**config.mk**
```make
export PLATFORM = sky130hd
export DESIGN_NAME = ahb_uart_sched_flat
export DESIGN_NICKNAME = d
export VERILOG_FILES = /design/src/rtl/ahb_uart_sched_pkg.sv /design/src/rtl/ahb_uart_sched_if.sv /design/src/rtl/ahb_uart_sched_rr_arbiter.sv /design/src/rtl/ahb_uart_sched.sv /design/src/flat_wrapper.sv
export SDC_FILE = /design/constraint.sdc
export NUM_CORES = 1
export LEC_CHECK = 0
export ABC_CLOCK_PERIOD_IN_PS = 5500
export BUFFER_PORTS_ARGS = -buffer_cell sky130_fd_sc_hd__buf_4
export CAP_MARGIN = 15
export CORE_MARGIN = 5
export CORE_UTILIZATION = 53
export CTS_CLUSTER_DIAMETER = 30
export DETAILED_ROUTE_END_ITERATION = 12
export GPL_TIMING_DRIVEN = 0
export PLACE_DENSITY_LB_ADDON = 0.05
export SLEW_MARGIN = 10
export SYNTH_ARGS = -nofsm -noshare
export SYNTH_HDL_FRONTEND = slang
export SYNTH_SLANG_ARGS = --single-unit
```
**constraint.sdc**
```tcl
create_clock -name hclk -period 5.5 [get_ports hclk]
set_clock_uncertainty 0.15 [all_clocks]
set_input_delay 0.825 -clock hclk [delete_from_list [all_inputs] [get_ports hclk]]
set_output_delay 0.825 -clock hclk [all_outputs]
set_load 0.05 [all_outputs]
```
**src/rtl/ahb_uart_sched_pkg.sv**
```systemverilog
`default_nettype none
// ============================================================================
// Module   : ahb_uart_pkg
// Brief    : Shared AHB-lite encodings, UART register offsets, FSM state and
//            job-kind encodings for the UART sequencer.
// Revision : 1.0 - initial release
// ============================================================================
package ahb_uart_pkg;

  // AHB-lite transfer attributes used by this single-master sequencer
  localparam logic [1:0] HTRANS_IDLE   = 2'b00;
  localparam logic [1:0] HTRANS_NONSEQ = 2'b10;
  localparam logic [2:0] HBURST_SINGLE = 3'b000;
  localparam logic [2:0] HSIZE_WORD    = 3'b010;

  // UART register offsets from the peripheral base
  localparam logic [3:0] UART_DATA = 4'h0;
  localparam logic [3:0] UART_CTRL = 4'h4;
  localparam logic [3:0] UART_BAUD = 4'h8;

  typedef enum logic [1:0] {
    ST_IDLE = 2'd0,
    ST_ADDR = 2'd1,
    ST_DATA = 2'd2,
    ST_GAP  = 2'd3
  } state_t;

  typedef enum logic [1:0] {
    JOB_BAUD = 2'd0,
    JOB_CTRL = 2'd1,
    JOB_RD   = 2'd2,
    JOB_WR   = 2'd3
  } job_t;

  // Base has zero low nibble, so OR-ing the offset is an exact add
  function automatic logic [31:0] uart_addr(input logic [31:0] base, input logic [3:0] off);
    return base | {28'b0, off};
  endfunction

endpackage
`default_nettype wire

```
**src/rtl/ahb_uart_sched_if.sv**
```systemverilog
`default_nettype none
// ============================================================================
// Module   : ahb_uart_sched_if
// Brief    : AHB-lite point-to-point link between the sequencer (master) and
//            the UART slave port.
// Revision : 1.0 - initial release
// ============================================================================
interface ahb_uart_sched_if #(
  parameter int AWIDTH = 32,
  parameter int DWIDTH = 32
);
  logic              hsel_o;
  logic [AWIDTH-1:0] haddr_o;
  logic              hwrite_o;
  logic [2:0]        hsize_o;
  logic [2:0]        hburst_o;
  logic [1:0]        htrans_o;
  logic [DWIDTH-1:0] hwdata_o;
  logic              hready_i;
  logic              hresp_i;
  logic [DWIDTH-1:0] hrdata_i;

  modport master (
    output hsel_o, haddr_o, hwrite_o, hsize_o, hburst_o, htrans_o, hwdata_o,
    input  hready_i, hresp_i, hrdata_i
  );

  modport slave (
    input  hsel_o, haddr_o, hwrite_o, hsize_o, hburst_o, htrans_o, hwdata_o,
    output hready_i, hresp_i, hrdata_i
  );
endinterface
`default_nettype wire

```
**src/rtl/ahb_uart_sched_rr_arbiter.sv**
```systemverilog
`default_nettype none
// ============================================================================
// Module   : rr_arbiter
// Brief    : NREQ-wide round-robin arbiter. Search starts one past the last
//            winner; the pointer moves to the winner when i_en accepts it.
// Revision : 1.0 - initial release
// ============================================================================
module rr_arbiter #(
  parameter int NREQ = 2
) (
  input  wire logic            hclk,
  input  wire logic            hreset,
  input  wire logic [NREQ-1:0] i_req,
  input  wire logic            i_en,
  output logic      [NREQ-1:0] o_gnt,
  output logic                 o_any
);

  localparam int IDXW = (NREQ > 1) ? $clog2(NREQ) : 1;

  logic [IDXW-1:0] r_ptr;
  logic [NREQ-1:0] w_mask;
  logic [NREQ-1:0] w_hi;
  logic [IDXW-1:0] w_idx;

  // Lowest requester above the pointer wins, else wrap to lowest overall
  always_comb begin
    w_mask = '0;
    for (int i = 0; i < NREQ; i++) begin
      w_mask[i] = (i > int'(r_ptr));
    end
    w_hi  = i_req & w_mask;
    w_idx = '0;
    for (int i = NREQ - 1; i >= 0; i--) begin
      if (i_req[i]) w_idx = i[IDXW-1:0];
    end
    for (int i = NREQ - 1; i >= 0; i--) begin
      if (w_hi[i]) w_idx = i[IDXW-1:0];
    end
    o_any = |i_req;
    o_gnt = o_any ? (NREQ'(1) << w_idx) : '0;
  end

  // Pointer remembers the last accepted winner
  always_ff @(posedge hclk) begin
    if (hreset) begin
      r_ptr <= IDXW'(NREQ - 1);
    end else if (i_en && o_any) begin
      r_ptr <= w_idx;
    end
  end

endmodule
`default_nettype wire

```
**src/rtl/ahb_uart_sched.sv**
```systemverilog
`default_nettype none
// ============================================================================
// Module   : ahb_uart_sched
// Brief    : AHB-lite single-master sequencer owning the UART. Programs baud
//            and control after reset, then serves RX reads and round-robin TX
//            byte writes as single NONSEQ word transfers.
// Revision : 1.0 - initial release
// ============================================================================
module ahb_uart_sched
  import ahb_uart_pkg::*;
#(
  parameter int          NREQ      = 2,
  parameter int          AWIDTH    = 32,
  parameter int          DWIDTH    = 32,
  parameter logic [31:0] BASE_ADDR = 32'h3000_0000,
  parameter logic [31:0] BAUD_INIT = 32'h1B2,
  parameter logic [7:0]  CTRL_INIT = 8'h03
) (
  input  wire logic              hclk,
  input  wire logic              hreset,
  ahb_uart_sched_if.master       bus,
  input  wire logic [NREQ-1:0]   req_valid_i,
  input  wire logic [8*NREQ-1:0] req_data_i,
  output logic      [NREQ-1:0]   req_ready_o,
  input  wire logic              rx_req_i,
  output logic                   rx_valid_o,
  output logic      [7:0]        rx_data_o,
  input  wire logic              cfg_we_i,
  input  wire logic [31:0]       cfg_baud_i,
  output logic                   init_done_o,
  output logic                   busy_o,
  output logic                   err_o
);

  state_t            r_state;
  job_t              r_job;
  logic              r_hsel;
  logic [1:0]        r_htrans;
  logic [AWIDTH-1:0] r_haddr;
  logic              r_hwrite;
  logic [DWIDTH-1:0] r_hwdata;
  logic [DWIDTH-1:0] r_wdata;
  logic [NREQ-1:0]   r_req_ready;
  logic              r_rx_valid;
  logic [7:0]        r_rx_data;
  logic              r_init_done;
  logic              r_err;
  logic              r_pend_baud;
  logic              r_pend_ctrl;
  logic [31:0]       r_baud_q;
  logic              r_cfg_hit;

  logic              w_launch;
  job_t              w_job;
  logic [AWIDTH-1:0] w_addr;
  logic [DWIDTH-1:0] w_wdata;
  logic              w_arb_en;
  logic [NREQ-1:0]   w_gnt;
  logic              w_any;
  logic [7:0]        w_byte;
  logic              w_baud_live;
  logic              w_unused;

  // Upper read-data bits carry nothing for byte-wide RX
  assign w_unused = ^bus.hrdata_i[DWIDTH-1:8];

  // TX only competes when no higher-priority job exists and init has finished
  assign w_arb_en = (r_state == ST_IDLE) && !r_pend_baud && !r_pend_ctrl &&
                    !rx_req_i && r_init_done;

  rr_arbiter #(.NREQ(NREQ)) u_arb (
    .hclk   (hclk),
    .hreset (hreset),
    .i_req  (req_valid_i),
    .i_en   (w_arb_en),
    .o_gnt  (w_gnt),
    .o_any  (w_any)
  );

  // Byte of the granted requester
  always_comb begin
    w_byte = '0;
    for (int i = 0; i < NREQ; i++) begin
      if (w_gnt[i]) w_byte = req_data_i[8*i +: 8];
    end
  end

  // Fixed-priority job selection in IDLE: baud, ctrl, RX read, TX write
  always_comb begin
    w_launch = 1'b0;
    w_job    = JOB_BAUD;
    w_addr   = '0;
    w_wdata  = '0;
    if (r_pend_baud) begin
      w_launch = 1'b1;
      w_job    = JOB_BAUD;
      w_addr   = AWIDTH'(uart_addr(BASE_ADDR, UART_BAUD));
      w_wdata  = DWIDTH'(r_baud_q);
    end else if (r_pend_ctrl) begin
      w_launch = 1'b1;
      w_job    = JOB_CTRL;
      w_addr   = AWIDTH'(uart_addr(BASE_ADDR, UART_CTRL));
      w_wdata  = DWIDTH'(CTRL_INIT);
    end else if (rx_req_i) begin
      w_launch = 1'b1;
      w_job    = JOB_RD;
      w_addr   = AWIDTH'(uart_addr(BASE_ADDR, UART_DATA));
    end else if (r_init_done && w_any) begin
      w_launch = 1'b1;
      w_job    = JOB_WR;
      w_addr   = AWIDTH'(uart_addr(BASE_ADDR, UART_DATA));
      w_wdata  = DWIDTH'(w_byte);
    end
  end

  // A baud write is in flight (or launching now) and has latched the old value
  assign w_baud_live = ((r_state == ST_ADDR || r_state == ST_DATA) && r_job == JOB_BAUD) ||
                       (r_state == ST_IDLE && w_launch && w_job == JOB_BAUD);

  // Sequencer FSM with registered bus and status outputs
  always_ff @(posedge hclk) begin
    if (hreset) begin
      r_state     <= ST_IDLE;
      r_job       <= JOB_BAUD;
      r_hsel      <= 1'b0;
      r_htrans    <= HTRANS_IDLE;
      r_haddr     <= '0;
      r_hwrite    <= 1'b0;
      r_hwdata    <= '0;
      r_wdata     <= '0;
      r_req_ready <= '0;
      r_rx_valid  <= 1'b0;
      r_rx_data   <= '0;
      r_init_done <= 1'b0;
      r_err       <= 1'b0;
      r_pend_baud <= 1'b1;
      r_pend_ctrl <= 1'b1;
      r_baud_q    <= BAUD_INIT;
      r_cfg_hit   <= 1'b0;
    end else begin
      r_req_ready <= '0;
      r_rx_valid  <= 1'b0;
      case (r_state)
        ST_IDLE: begin
          if (w_launch) begin
            r_state   <= ST_ADDR;
            r_job     <= w_job;
            r_hsel    <= 1'b1;
            r_htrans  <= HTRANS_NONSEQ;
            r_haddr   <= w_addr;
            r_hwrite  <= (w_job != JOB_RD);
            r_wdata   <= w_wdata;
            r_cfg_hit <= 1'b0;
            if (w_job == JOB_WR) r_req_ready <= w_gnt;
          end
        end
        ST_ADDR: begin
          r_state  <= ST_DATA;
          r_htrans <= HTRANS_IDLE;
          r_hwdata <= r_wdata;
        end
        ST_DATA: begin
          if (bus.hready_i) begin
            r_state <= ST_GAP;
            r_hsel  <= 1'b0;
            case (r_job)
              JOB_RD: begin
                r_rx_data  <= bus.hrdata_i[7:0];
                r_rx_valid <= 1'b1;
              end
              JOB_BAUD: r_pend_baud <= r_cfg_hit;
              JOB_CTRL: begin
                r_pend_ctrl <= 1'b0;
                r_init_done <= 1'b1;
              end
              default: ;
            endcase
            if (bus.hresp_i) r_err <= 1'b1;
          end
        end
        ST_GAP: begin
          r_state <= ST_IDLE;
        end
        default: r_state <= ST_IDLE;
      endcase
      // Reprogram request: last value wins, and an in-flight baud write
      // carrying the stale value must not retire the pending flag
      if (cfg_we_i) begin
        r_baud_q    <= cfg_baud_i;
        r_pend_baud <= 1'b1;
        if (w_baud_live) r_cfg_hit <= 1'b1;
      end
    end
  end

  assign bus.hsel_o   = r_hsel;
  assign bus.haddr_o  = r_haddr;
  assign bus.hwrite_o = r_hwrite;
  assign bus.hsize_o  = HSIZE_WORD;
  assign bus.hburst_o = HBURST_SINGLE;
  assign bus.htrans_o = r_htrans;
  assign bus.hwdata_o = r_hwdata;

  assign req_ready_o = r_req_ready;
  assign rx_valid_o  = r_rx_valid;
  assign rx_data_o   = r_rx_data;
  assign init_done_o = r_init_done;
  assign err_o       = r_err;
  assign busy_o      = (r_state != ST_IDLE);

endmodule
`default_nettype wire

```
**src/flat_wrapper.sv**
```systemverilog
// flat-port wrapper written by rule: the top's interface ports become plain ports
module ahb_uart_sched_flat import ahb_uart_pkg::*;
#(
  parameter int          NREQ      = 2,
  parameter int          AWIDTH    = 32,
  parameter int          DWIDTH    = 32,
  parameter logic [31:0] BASE_ADDR = 32'h3000_0000,
  parameter logic [31:0] BAUD_INIT = 32'h1B2,
  parameter logic [7:0]  CTRL_INIT = 8'h03
)
  (hclk, hreset, req_valid_i, req_data_i, req_ready_o, rx_req_i, rx_valid_o, rx_data_o, cfg_we_i, cfg_baud_i, init_done_o, busy_o, err_o, bus_hsel_o, bus_haddr_o, bus_hwrite_o, bus_hsize_o, bus_hburst_o, bus_htrans_o, bus_hwdata_o, bus_hready_i, bus_hresp_i, bus_hrdata_i);
  ahb_uart_sched_if #(.AWIDTH(AWIDTH), .DWIDTH(DWIDTH)) bus_i ();
  input  wire logic hclk;
  input  wire logic hreset;
  input  wire logic [NREQ-1:0] req_valid_i;
  input  wire logic [8*NREQ-1:0] req_data_i;
  output logic      [NREQ-1:0] req_ready_o;
  input  wire logic rx_req_i;
  output logic rx_valid_o;
  output logic      [7:0] rx_data_o;
  input  wire logic cfg_we_i;
  input  wire logic [31:0] cfg_baud_i;
  output logic init_done_o;
  output logic busy_o;
  output logic err_o;
  output wire logic [$bits(bus_i.hsel_o)-1:0] bus_hsel_o;
  output wire logic [$bits(bus_i.haddr_o)-1:0] bus_haddr_o;
  output wire logic [$bits(bus_i.hwrite_o)-1:0] bus_hwrite_o;
  output wire logic [$bits(bus_i.hsize_o)-1:0] bus_hsize_o;
  output wire logic [$bits(bus_i.hburst_o)-1:0] bus_hburst_o;
  output wire logic [$bits(bus_i.htrans_o)-1:0] bus_htrans_o;
  output wire logic [$bits(bus_i.hwdata_o)-1:0] bus_hwdata_o;
  input wire logic [$bits(bus_i.hready_i)-1:0] bus_hready_i;
  input wire logic [$bits(bus_i.hresp_i)-1:0] bus_hresp_i;
  input wire logic [$bits(bus_i.hrdata_i)-1:0] bus_hrdata_i;
  assign bus_hsel_o = bus_i.hsel_o;
  assign bus_haddr_o = bus_i.haddr_o;
  assign bus_hwrite_o = bus_i.hwrite_o;
  assign bus_hsize_o = bus_i.hsize_o;
  assign bus_hburst_o = bus_i.hburst_o;
  assign bus_htrans_o = bus_i.htrans_o;
  assign bus_hwdata_o = bus_i.hwdata_o;
  assign bus_i.hready_i = bus_hready_i;
  assign bus_i.hresp_i = bus_hresp_i;
  assign bus_i.hrdata_i = bus_hrdata_i;
  ahb_uart_sched #(.NREQ(NREQ), .AWIDTH(AWIDTH), .DWIDTH(DWIDTH), .BASE_ADDR(BASE_ADDR), .BAUD_INIT(BAUD_INIT), .CTRL_INIT(CTRL_INIT)) u_core (.hclk(hclk), .hreset(hreset), .bus(bus_i), .req_valid_i(req_valid_i), .req_data_i(req_data_i), .req_ready_o(req_ready_o), .rx_req_i(rx_req_i), .rx_valid_o(rx_valid_o), .rx_data_o(rx_data_o), .cfg_we_i(cfg_we_i), .cfg_baud_i(cfg_baud_i), .init_done_o(init_done_o), .busy_o(busy_o), .err_o(err_o));
endmodule
```
Word level (Yosys, flattened, before mapping)
Index checks and enable logic that the tools add are counted.
{"block": "word_totals", "word_cells": 103, "out_inout_bits": 88, "register_bits": 153}
{"block": "classes", "n_reduce_logical": 32, "shifts": 1, "n_lt_le_gt_ge": 1, "n_eq_ne": 9, "n_mux": 36, "bitwise_logic": 6}
{"cell": "$mux W32", "count": 6}
{"cell": "$mux W30", "count": 1}
{"cell": "$mux W8", "count": 3}
{"cell": "$mux W2", "count": 8}
{"cell": "$mux W1", "count": 15}
{"cell": "$reduce_and A3 Y1", "count": 5}
{"cell": "$logic_and A1 B1 Y1", "count": 9}
{"cell": "$eq A2 B2 Y1 const B", "count": 4}
{"cell": "$pmux W2 S4", "count": 1}
{"cell": "$logic_not A2 Y1", "count": 3}
{"cell": "$reduce_and A2 Y1", "count": 3}
{"cell": "$reduce_bool A2 Y1", "count": 3}
{"cell": "$not A1 Y1", "count": 5}
{"cell": "$eq A2 B1 Y1 const B", "count": 2}
{"cell": "$ne A2 B2 Y1 const B", "count": 2}
{"cell": "$pmux W2 S2", "count": 1}
{"cell": "$reduce_or A2 Y1", "count": 2}
{"cell": "$reduce_or A4 Y1", "count": 1}
{"cell": "$logic_not A1 Y1", "count": 3}
{"cell": "$reduce_or A3 Y1", "count": 1}
{"cell": "$and A2 B2 Y2", "count": 1}
{"cell": "$logic_or A1 B1 Y1", "count": 2}
{"cell": "$ne A2 B1 Y1 const B", "count": 1}
{"cell": "$pmux W1 S2", "count": 1}
{"cell": "other kinds (2)", "count": 2}

Longest topological paths before layout
Gate-level depths: netlist (run 1).
{"block": "depth", "word_depth": 12, "ltp_mapped": 7, "mapped_depth_nobuf": 6}

Modules after synthesis
A second synthesis (run 1) with hierarchy kept.
{"block": "hier_totals", "hier_cells": 503, "hier_area_um2": 4854.7}
{"module": "ahb_uart_sched", "cells_each": 495, "seq_area_each_um2": 2442.3, "area_each_um2": 4787.1, "n_inst": 1}
{"module": "rr_arbiter", "cells_each": 8, "seq_area_each_um2": 20.0, "area_each_um2": 67.6, "n_inst": 1}

Worst setup path after synthesis (run 1)
OpenSTA, ideal clock, no wires.
{"block": "synth_path", "path_type": "in2reg", "from": "in req_valid_i[1]", "to": "reg u_core.r_wdata[13]", "arrival_time_ns": 1.837, "setup_slack_ns": 3.448, "stages": 5, "path_cell_list": "o21a_1 > o41ai_4 > buf_2 > a22oi_1 > nor2_1"}
{"block": "synth_via", "elab_chain_len": 7}
{"element": "start, declared", "line": "flat_wrapper.sv:15", "text": "input wire logic [NREQ-1:0] req_valid_i;"}
{"element": "$reduce_or A2 Y1", "line": "ahb_uart_sched_rr_arbiter.sv:40", "text": "o_any = |i_req;"}
{"element": "$logic_and A1 B1 Y1", "line": "ahb_uart_sched.sv:108", "text": "end else if (r_init_done && w_any) begin"}
{"element": "$mux W1", "line": "ahb_uart_sched.sv:108"}
{"element": "$mux W1", "line": "ahb_uart_sched.sv:104", "text": "end else if (rx_req_i) begin"}
{"element": "$mux W1", "line": "ahb_uart_sched.sv:99", "text": "end else if (r_pend_ctrl) begin"}
{"element": "$mux W1", "line": "ahb_uart_sched.sv:94", "text": "if (r_pend_baud) begin"}
{"element": "$reduce_and A2 Y1 (no line)"}
{"element": "end signal, assigned", "line": "ahb_uart_sched.sv:152", "text": "r_wdata <= w_wdata;"}
{"element": "end, declared", "line": "ahb_uart_sched.sv:42", "text": "logic [DWIDTH-1:0] r_wdata;"}
Every way passes these cells.
A chain may end at the register's enable or synchronous reset.

Final worst setup path (run 1)
{"block": "layout_path", "from": "reg u_core.r_state[0]", "to": "out busy_o"}
{"block": "layout_via", "elab_chain_len": 1}
{"element": "start, declared", "line": "ahb_uart_sched.sv:35", "text": "state_t r_state;"}
{"element": "start signal, assigned", "line": "ahb_uart_sched.sv:123", "text": "r_state <= ST_IDLE;"}
{"element": "start signal, assigned", "line": "ahb_uart_sched.sv:146", "text": "r_state <= ST_ADDR;"}
{"element": "start signal, assigned", "line": "ahb_uart_sched.sv:158", "text": "r_state <= ST_DATA;"}
{"element": "$reduce_bool A2 Y1", "line": "ahb_uart_sched.sv:209", "text": "assign busy_o = (r_state != ST_IDLE);"}
{"element": "end, declared", "line": "flat_wrapper.sv:24", "text": "output logic busy_o;"}
Every way passes these cells.

==> results of run 1 <==
==> through the flow <==
stage | util [%] | total power, uW
after detailed placement | 67.52 | 1890
final | 74.28 | 3001
after floorplan | - | 1653
after global placement | 67.52 | 1875
after global routing | 74.28 | 3126
after CTS | 74.28 | 3016
==> sequential cells by signal, indices dropped and copies added, names as in the netlist, 2 cells and up <==
signal and cells:
u_core.bus.hwdata_o 32, u_core.r_baud_q 32, u_core.r_job 2, u_core.req_ready_o 2, u_core.bus.haddr_o 3, u_core.rx_data_o 8, u_core.r_wdata 32, u_core.r_state 2
==> placed cells by master, fill, tap and decap left out, drive strengths merged, types with 2 or more instances in the layout <==
cell     count
buf        160
dfxtp      123
nor2       102
mux2i       60
clkbuf      44
conb        35
nand2       30
a22oi       24
a21oi       12
o21ai        7
nand3        6
nor2b        6
a222oi       6
a211o        5
inv          4
nand2b       4
ha           4
bufinv       4
clkinv       3
nor3b        3
a31oi        2
nor3         2
a211oi       2
nor4b        2
nand3b       2
and3         2
a31o         2
o2111ai      2
==> per-layer routing <==
layer / track usage [%] / vias up / wire (um)
li1: - / 1976 / -
met1: 24.49 / 1852 / 4911
met2: 36.89 / 137 / 6005
met3: 7.641 / 12 / 891
met4: 7.029 / 0 / 147
met5: 0 / - / 0
==> power groups by stage <==
stage	sequential [uW]	clock (uW)	combinational, uW
floorplan	1160	0	496
global placement	1050	0	821
detailed placement	1060	0	833
CTS	1040	1140	841
global route	1050	1170	903
finish	1040	1120	842
==> worst reg2reg max path, cell delays in order, from the launching register on <==
cell      delay, ps
dfxtp_1         310
inv_1           120
ha_1            310
inv_1           150
nor2_1          400
clkbuf_1        490
a222oi_1        180
o21ai_1         150
==> final cells by class <==
| class | count | share of cell area, % |
|---|---|---|
| multi-input combinational | 334 | 31.54 |
| sequential | 123 | 37.64 |
| timing repair buffer | 115 | 13.20 |
| buffer | 67 | 6.217 |
| clock inverter | 8 | 2.181 |
| clock buffer | 22 | 6.924 |
| inverter | 4 | 0.2295 |
| tap | 108 | 2.066 |
==> kinds of logic (layout without fill, tap and decap cells) <==
| logic type | after synthesis | in the layout |
|---|---|---|
| other cells | 2 | 35 |
| simple gates | 161 | 161 |
| compound gates | 74 | 74 |
| fa+ha+maj | 4 | 4 |
| flops | 123 | 123 |
| buf+inv | 71 | 216 |
| mux | 60 | 60 |
==> worst min-delay path by stage <==
stage	endpoint	start	slack, ps	depth (start not counted)
floorplan	u_core.r_cfg_hit	u_core.r_cfg_hit	290	2
global placement	u_core.rx_data_o[3]	u_core.rx_data_o[3]	290	2
detailed placement	u_core.rx_data_o[5]	u_core.rx_data_o[5]	300	2
CTS	u_core.rx_data_o[5]	u_core.rx_data_o[5]	310	2
global route	u_core.rx_data_o[5]	u_core.rx_data_o[5]	330	2
finish	u_core.rx_data_o[5]	u_core.rx_data_o[5]	310	2
==> results.py, run 1 <==
metrics = {
    "status": {
        "status": "completed",
    },
    "sta": {
        "fin_crit_sh_pct": 46.87,
        "worst_slew_pin_slew_ps": 852.4,
        "setup_viol": 0,
        "slew_headroom_pct": 43.05,
        "period_needed_ps": 2578,
        "hold_viol": 0,
        "fmax_mhz": 388.0,
        "fin_setup_tns_ps": 0,
        "drv_slew": 0,
        "whs_ps": 307.8,
        "rsz0062_at_grt": "false",
        "setup_ws_ps": 2922,
    },
    "setup_path": {
        "cp-start-kind": "register",
        "cp.arrival_ps": 1600,
        "critPathKind": "register to output port",
        "cp_top_family": "buffers and inverters",
        "worstSetupEndpoint": "busy_o",
        "worst-path-buf-inv": 3,
        "rrSetupSlack_ps": 3190,
        "critPathMostFrequentCell": "inv_1",
        "crit_required_ps": 4530,
        "cp_slowest_cell": "dfxtp_1",
        "worstPathMaxFanout": 6,
        "rr_startpoint": "u_core.r_state[0]",
        "crit_start": "u_core.r_state[0]",
        "cp.depth": 4,
        "path_cells": "inv_1, ha_1, inv_1, buf_4",
        "slowest_delay_ps": 330,
        "r2r_end": "u_core.r_wdata[5]",
        "worstSetupEndpointType": "output port",
        "rr_worst_depth": 7,
    },
    "power": {
        "leakagePower_uw": 0.002983,
        "p_comb_share_pct": 28.1,
        "p_sw_share_pct": 32.47,
        "powerDensity_mw_per_mm2": 458.8,
        "p_sw_uw": 974.5,
        "p_int_uw": 2026,
        "ir_drop_uv": 299.8,
        "seqPwrFrac_pct": 34.7,
        "clockPowerShare_pct": 37.3,
    },
    "die": {
        "die_h_um": 105.4,
        "row_count": 34,
        "fp.dieW_um": 105.4,
        "start_util_pct": 54.77,
        "io_pins": 176,
        "core_mm2": 0.008806,
        "dieArea_mm2": 0.01111,
    },
    "global_routing": {
        "grt-ovfl-total": 0,
        "track_usage_pct": 21.33,
        "grt_max_degree": 17,
        "grt_pass1_wl_um": 19210,
        "antenna_found_initial": 0,
        "first_global_vias": 4003,
    },
    "drt": {
        "wire_per_inst_um": 15.31,
        "drt_wl_total_um": 11960,
        "drc": 0,
        "firstDrtPassIters": 7,
        "vias": 3977,
        "viasPerCell": 5.092,
        "drt_iter0_drc": 242,
        "ant_nets": 0,
    },
    "final_layout": {
        "synthToLayoutAreaGrowth_pct": 35.62,
        "fin_area_mm2": 0.006541,
        "nNetsFinal": 754,
        "n_fill_cell": 670,
        "diodes": 0,
        "seq_area_mm2": 0.002462,
        "drive_gt1_share_pct": 28.68,
        "multi_input_area_mm2": 0.002063,
        "layout.cells.non_filler": 781,
    },
    "clock_tree": {
        "numCtsBuffers": 17,
        "cts_root_buffer": "clkbuf_8",
        "cts_buffer_depth": 2,
        "ctsHoldBuffers": 0,
        "cts_tree": "built",
        "clk_pin_slew_ps": 50,
        "clock_latency_ps": 500,
        "cts.sinks": 123,
        "cts_setup_buffers": 0,
        "cts_resized": 0,
        "h-tree-depth": 4,
    },
    "logic_synthesis": {
        "synth_area_leaders": "dfxtp_1 (51%), mux2i_1 (12%), nor2_1 (7.9%)",
        "synth_top_family_by_area": "simple AND/OR/NAND/NOR gates",
        "yosys.area_share.simple_pct": 14.89,
        "synth_compound_area_share_pct": 11.67,
        "synthTopCellsByCount": "dfxtp_1 (123), nor2_1 (102), mux2i_1 (60)",
        "synth_warnings": 0,
        "synth_ff_type": "dfxtp_1",
        "synth_adder_area_share_pct": 1.038,
        "synth_edf_count": 0,
        "yosys.area.top_type": "dfxtp_1",
        "synth-seq-area-share_pct": 51.05,
        "synth.most_common_cell": "dfxtp_1",
        "syn-cell-area_mm2": 0.004823,
        "muxShareOfSynthArea_pct": 12.45,
        "ys_ff_latch": 123,
        "synthXorXnorAreaFrac_pct": 0,
        "syn_avg_cell_area_um2": 9.744,
        "yosysUniqueCellTypes": 44,
        "synth_top_cell_area_share_pct": 51.05,
        "syn_inst": 495,
        "synth-async-reset-ratio_pct": 0,
    },
    "place": {
        "gp_congestion": 0.8202,
        "dp_hpwl_um": 8643,
        "dp_slack_ps": 2901,
        "port_buffers": 115,
        "dp_cells": 751,
        "placed_cell_area_mm2": 0.005946,
    },
    "job": {
        "maxCapViolCount": 0,
    },
    "worst_hold_path": {
        "hp-class": "register to register",
    },
}
No activity file was read; power rests on OpenSTA's default activity.
==> inputs of run 2 (changes only) <==
- ABC_CLOCK_PERIOD_IN_PS: 5500 -> 2150
- CORE_UTILIZATION: 53 -> 44
- clock period: 5.5 -> 2.15 ns (I/O delays scaled with it)
==> results.py, run 2 (synthesized netlist as in run 1, its figures left out) <==
metrics = {
    "setup_path": {
        "crit_start": "rx_req_i",
        "r2r_end": "u_core.r_wdata[30]",
        "worstPathMaxFanout": 10,
        "rrSetupSlack_ps": 110,
        "critPathKind": "input pin to register",
        "crit_required_ps": 2440,
        "rr_worst_depth": 5,
        "worstSetupEndpoint": "u_core.r_wdata[30]",
        "worstSetupEndpointType": "register",
        "cp.arrival_ps": 2330,
        "cp-start-kind": "input pin",
        "rr_startpoint": "u_core.r_pend_ctrl",
    },
    "global_routing": {
        "grt-ovfl-total": 0,
        "grt_pass1_wl_um": 20640,
        "antenna_found_initial": 0,
        "first_global_vias": 4128,
        "grt_max_degree": 17,
        "track_usage_pct": 19.88,
    },
    "final_layout": {
        "layout_commonest_cell": "buf_4",
        "fin_area_mm2": 0.007152,
        "final_cell_mix": "buf_4 (154), dfxtp_1 (123), nor2_1 (101), mux2i_1 (60), dlygate4sd3_1 (56)",
        "layout.cells.non_filler": 874,
        "synthToLayoutAreaGrowth_pct": 48.27,
        "nNetsFinal": 812,
        "drive_gt1_share_pct": 28.51,
    },
    "drt": {
        "drt_iter0_drc": 210,
        "viasPerCell": 4.835,
        "wire_per_inst_um": 15.03,
        "drt_wl_total_um": 13140,
        "firstDrtPassIters": 5,
        "drc": 0,
        "vias": 4226,
        "ant_nets": 0,
    },
    "place": {
        "gp_congestion": 0.7694,
        "dp_hpwl_um": 9027,
        "port_buffers": 115,
        "placed_cell_area_mm2": 0.005986,
        "dp_cells": 783,
    },
    "clock_tree": {
        "cts_buffer_depth": 2,
        "cts_tree": "built",
        "clk_pin_slew_ps": 60,
        "cts_root_buffer": "clkbuf_8",
        "clock_latency_ps": 510,
        "cts.sinks": 123,
        "h-tree-depth": 4,
        "numCtsBuffers": 17,
    },
    "sta": {
        "rsz0062_at_grt": "false",
        "fmax_mhz": 489.7,
        "worst_slew_pin_slew_ps": 762.5,
        "period_needed_ps": 2042,
        "setup_viol": 0,
        "drv_slew": 0,
        "fin_crit_sh_pct": 94.97,
        "hold_viol": 0,
        "slew_headroom_pct": 49.00,
        "fin_setup_tns_ps": 0,
    },
    "worst_hold_path": {
        "hp-class": "input pin to register",
    },
    "die": {
        "dieArea_mm2": 0.01316,
        "start_util_pct": 44.69,
        "die_h_um": 114.7,
        "fp.dieW_um": 114.7,
        "row_count": 38,
        "core_mm2": 0.01079,
        "io_pins": 176,
    },
    "job": {
        "maxCapViolCount": 0,
    },
    "power": {
        "seqPwrFrac_pct": 35.0,
        "p_comb_share_pct": 30.2,
        "p_sw_share_pct": 35.37,
        "clockPowerShare_pct": 34.8,
        "ir_drop_uv": 629.8,
        "p_int_uw": 4917,
        "leakagePower_uw": 0.003219,
        "powerDensity_mw_per_mm2": 1064,
        "p_sw_uw": 2691,
    },
    "status": {
        "status": "completed",
    },
}
run 2: cell types whose count changed in the layout (fill, tap and decap cells not counted), moves of 3 or more:
cell,before,now
clkinv_4,0,6
bufinv_16,4,1
inv_6,0,3
clkbuf_2,0,4
dlygate4sd3_1,0,56
clkbuf_1,25,19
run 2: how the worst min path moves through the flow:
stage | from | endpoint | cells after the start
2_1_floorplan | rx_req_i | u_core.bus.hwrite_o | 1
3_3_place_gp | u_core.r_cfg_hit | u_core.r_cfg_hit | 2
3_5_place_dp | u_core.rx_data_o[7] | u_core.rx_data_o[7] | 2
4_1_cts | req_valid_i[0] | u_core.u_arb.r_ptr | 3
5_1_grt | req_valid_i[0] | u_core.u_arb.r_ptr | 3
6_report | req_valid_i[0] | u_core.u_arb.r_ptr | 3
run 2: area by class of cell:
cell class / instances / area, um2
Clock inverter: 14 / 140.1
Inverter: 4 / 15.01
Timing Repair Buffer: 173 / 1439
Multi-Input combinational cell: 334 / 2088
Antenna cell: 1 / 2.502
Clock buffer: 18 / 417.9
Tap cell: 140 / 175.2
Sequential cell: 123 / 2462
Buffer: 67 / 411.6
Fill cell: 897 / 3641
run 2: repair_timing:
item                       CTS  global route
hold endpoints to repair    49             0
pin swaps                    2             1
setup endpoints to repair   42            36
resized for setup            4             9
buffers inserted             1             1
hold buffers                56             0
run 2: stage by stage:
step	setup WS (ps)	utilization (%)	hold slack (ps)	power (uW)
finish	108.1	66.26	23.50	7608
global placement	-107.5	55.46	295.0	4819
global route	37.26	66.24	20.03	7942
detailed placement	-165.2	55.46	300.3	4862
floorplan	104.4	-	268.2	4228
CTS	5.917	65.99	1.506	7590
run 2: metal layers:
layer	wire, um	part of all wire, %	GRT usage (%)	up-vias
met2	6701	51	35.20	132
met5	0	0	0	-
met4	166	1.3	6.886	0
met1	5455	42	23.93	1982
li1	-	-	-	2096
met3	814	6.2	4.123	16
run 2: worst max-delay path, cell delays in order:
cell,delay (ps)
dlygate4sd3_1,530
buf_4,170
o41ai_4,700
buf_2,380
a22oi_1,120
nor2_1,100
run 2: power by group through the flow:
stage          combinational [uW]  sequential [uW]  clock (uW)
6_report                     2300             2670        2650
4_1_cts                      2250             2660        2680
3_5_place_dp                 2150             2710           0
5_1_grt                      2450             2690        2800
2_1_floorplan                1270             2960           0
3_3_place_gp                 2120             2700           0
==> inputs of run 3 (changes only) <==
- REMOVE_ABC_BUFFERS: not set -> 1
==> results.py, run 3 (synthesized netlist as in run 1, its figures left out) <==
metrics = {
    "final_layout": {
        "diodes": 0,
        "fin_area_mm2": 0.006867,
        "nNetsFinal": 753,
        "drive_gt1_share_pct": 24.93,
        "layout_commonest_cell": "dfxtp_1",
        "fin_util_pct": 63.62,
        "synthToLayoutAreaGrowth_pct": 42.36,
        "final_cell_mix": "dfxtp_1 (123), buf_4 (119), nor2_1 (101), mux2i_1 (60), dlygate4sd3_1 (56)",
    },
    "clock_tree": {
        "clk_pin_slew_ps": 60,
        "cts_tree": "built",
        "numCtsBuffers": 17,
        "cts_root_buffer": "clkbuf_8",
        "clock_latency_ps": 510,
        "cts.sinks": 123,
        "h-tree-depth": 4,
        "cts_buffer_depth": 2,
    },
    "drt": {
        "wire_per_inst_um": 14.27,
        "vias": 3962,
        "drc": 0,
        "viasPerCell": 4.867,
        "firstDrtPassIters": 5,
        "ant_nets": 0,
        "drt_iter0_drc": 260,
        "drt_wl_total_um": 11620,
    },
    "global_routing": {
        "grt-ovfl-total": 0,
        "track_usage_pct": 17.83,
        "grt_pass1_wl_um": 18550,
        "antenna_found_initial": 0,
        "first_global_vias": 3828,
        "grt_max_degree": 125,
    },
    "setup_path": {
        "worstPathMaxFanout": 14,
        "crit_required_ps": 2440,
        "rr_worst_depth": 7,
        "critPathMostFrequentCell": "buf_6",
        "cp_slowest_cell": "dlygate4sd3_1",
        "slowest_delay_ps": 530,
        "cp.arrival_ps": 2300,
        "cp-start-kind": "input pin",
        "path_cells": "dlygate4sd3_1, buf_4, o21a_1, o41ai_4, buf_6, buf_6, a22oi_1, nor2_1",
        "worstSetupEndpointType": "register",
        "critPathKind": "input pin to register",
    },
    "die": {
        "fp.dieW_um": 114.7,
        "row_count": 38,
        "dieArea_mm2": 0.01316,
        "start_util_pct": 44.69,
        "die_h_um": 114.7,
        "core_mm2": 0.01079,
        "io_pins": 176,
    },
    "status": {
        "status": "completed",
    },
    "power": {
        "leakagePower_uw": 0.003011,
        "powerDensity_mw_per_mm2": 1116,
        "ir_drop_uv": 970.5,
    },
    "sta": {
        "fin_crit_sh_pct": 93.49,
        "worst_slew_pin_slew_ps": 913.2,
        "setup_ws_ps": 139.9,
        "fmax_mhz": 497.5,
        "rsz0062_at_grt": "false",
        "hold_viol": 0,
        "drv_slew": 0,
        "slew_headroom_pct": 39.12,
        "period_needed_ps": 2010,
        "whs_ps": 64.99,
        "setup_viol": 0,
    },
    "place": {
        "dp_slack_ps": -179.7,
        "placed_cell_area_mm2": 0.005678,
        "gp_congestion": 0.7705,
        "dp_hpwl_um": 7302,
        "port_buffers": 116,
    },
    "worst_hold_path": {
        "whs_path_depth": 3,
        "hp-class": "input pin to register",
    },
    "job": {
        "maxCapViolCount": 0,
    },
}
-- run 3: critical path: cells and delay by family --
| family | cells | cell delay (ps) |
|---|---|---|
| buf+inv | 4 | 1110 |
| simple gates | 1 | 90 |
| compound gates | 3 | 770 |
-- run 3: metal layers --
layer  up-vias  routed length, um  GRT usage (%)
met5         -                  0              0
met4         0                128          6.338
met3        13                839          5.444
met2       127               5738          29.92
met1      1855               4910          21.72
li1       1967                  -              -
-- run 3: worst paths after layout --
kind | startpoint | to | slack (ps)
worst max-delay path | req_valid_i[0] | u_core.r_wdata[17] | 140
worst min-delay path | req_valid_i[1] | u_core.req_ready_o[0] | 60
worst max register to register | u_core.r_state[0] | u_core.r_wdata[6] | 160
worst min register to register | u_core.r_cfg_hit | u_core.r_cfg_hit | 300
-- run 3: layout make-up --
class | count | area (um2)
Tap cell | 140 | 175.2
Sequential cell | 123 | 2462
Timing Repair Buffer | 181 | 1546
Multi-Input combinational cell | 334 | 2098
Inverter | 4 | 15.01
Clock inverter | 11 | 120.1
Fill cell | 908 | 3926
Clock buffer | 21 | 449.2
-- run 3: stage by stage --
step / total power (uW) / std cells / setup TNS (ps)
after CTS: 7735 / 814 / 0
after detailed placement: 4923 / 722 / -1237
final: 7665 / 814 / 0
after global routing: 8042 / 814 / 0
after global placement: 4715 / 717 / -67470
after floorplan: 4089 / 461 / -12000
-- run 3: report_power, final --
group	switching, uW	internal, uW	total [uW]
combinational	1430	896	2320
clock	988	1700	2690
sequential	127	2520	2650
-- run 3: repair_timing --
action | CTS | global route
gates cloned | 0 | 0
gates resized for setup | 3 | 3
endpoints found under the hold margin | 50 | 0
setup buffers | 4 | 0
hold buffers | 56 | 0
pin swaps | 2 | 0
setup endpoints to repair | 11 | 18
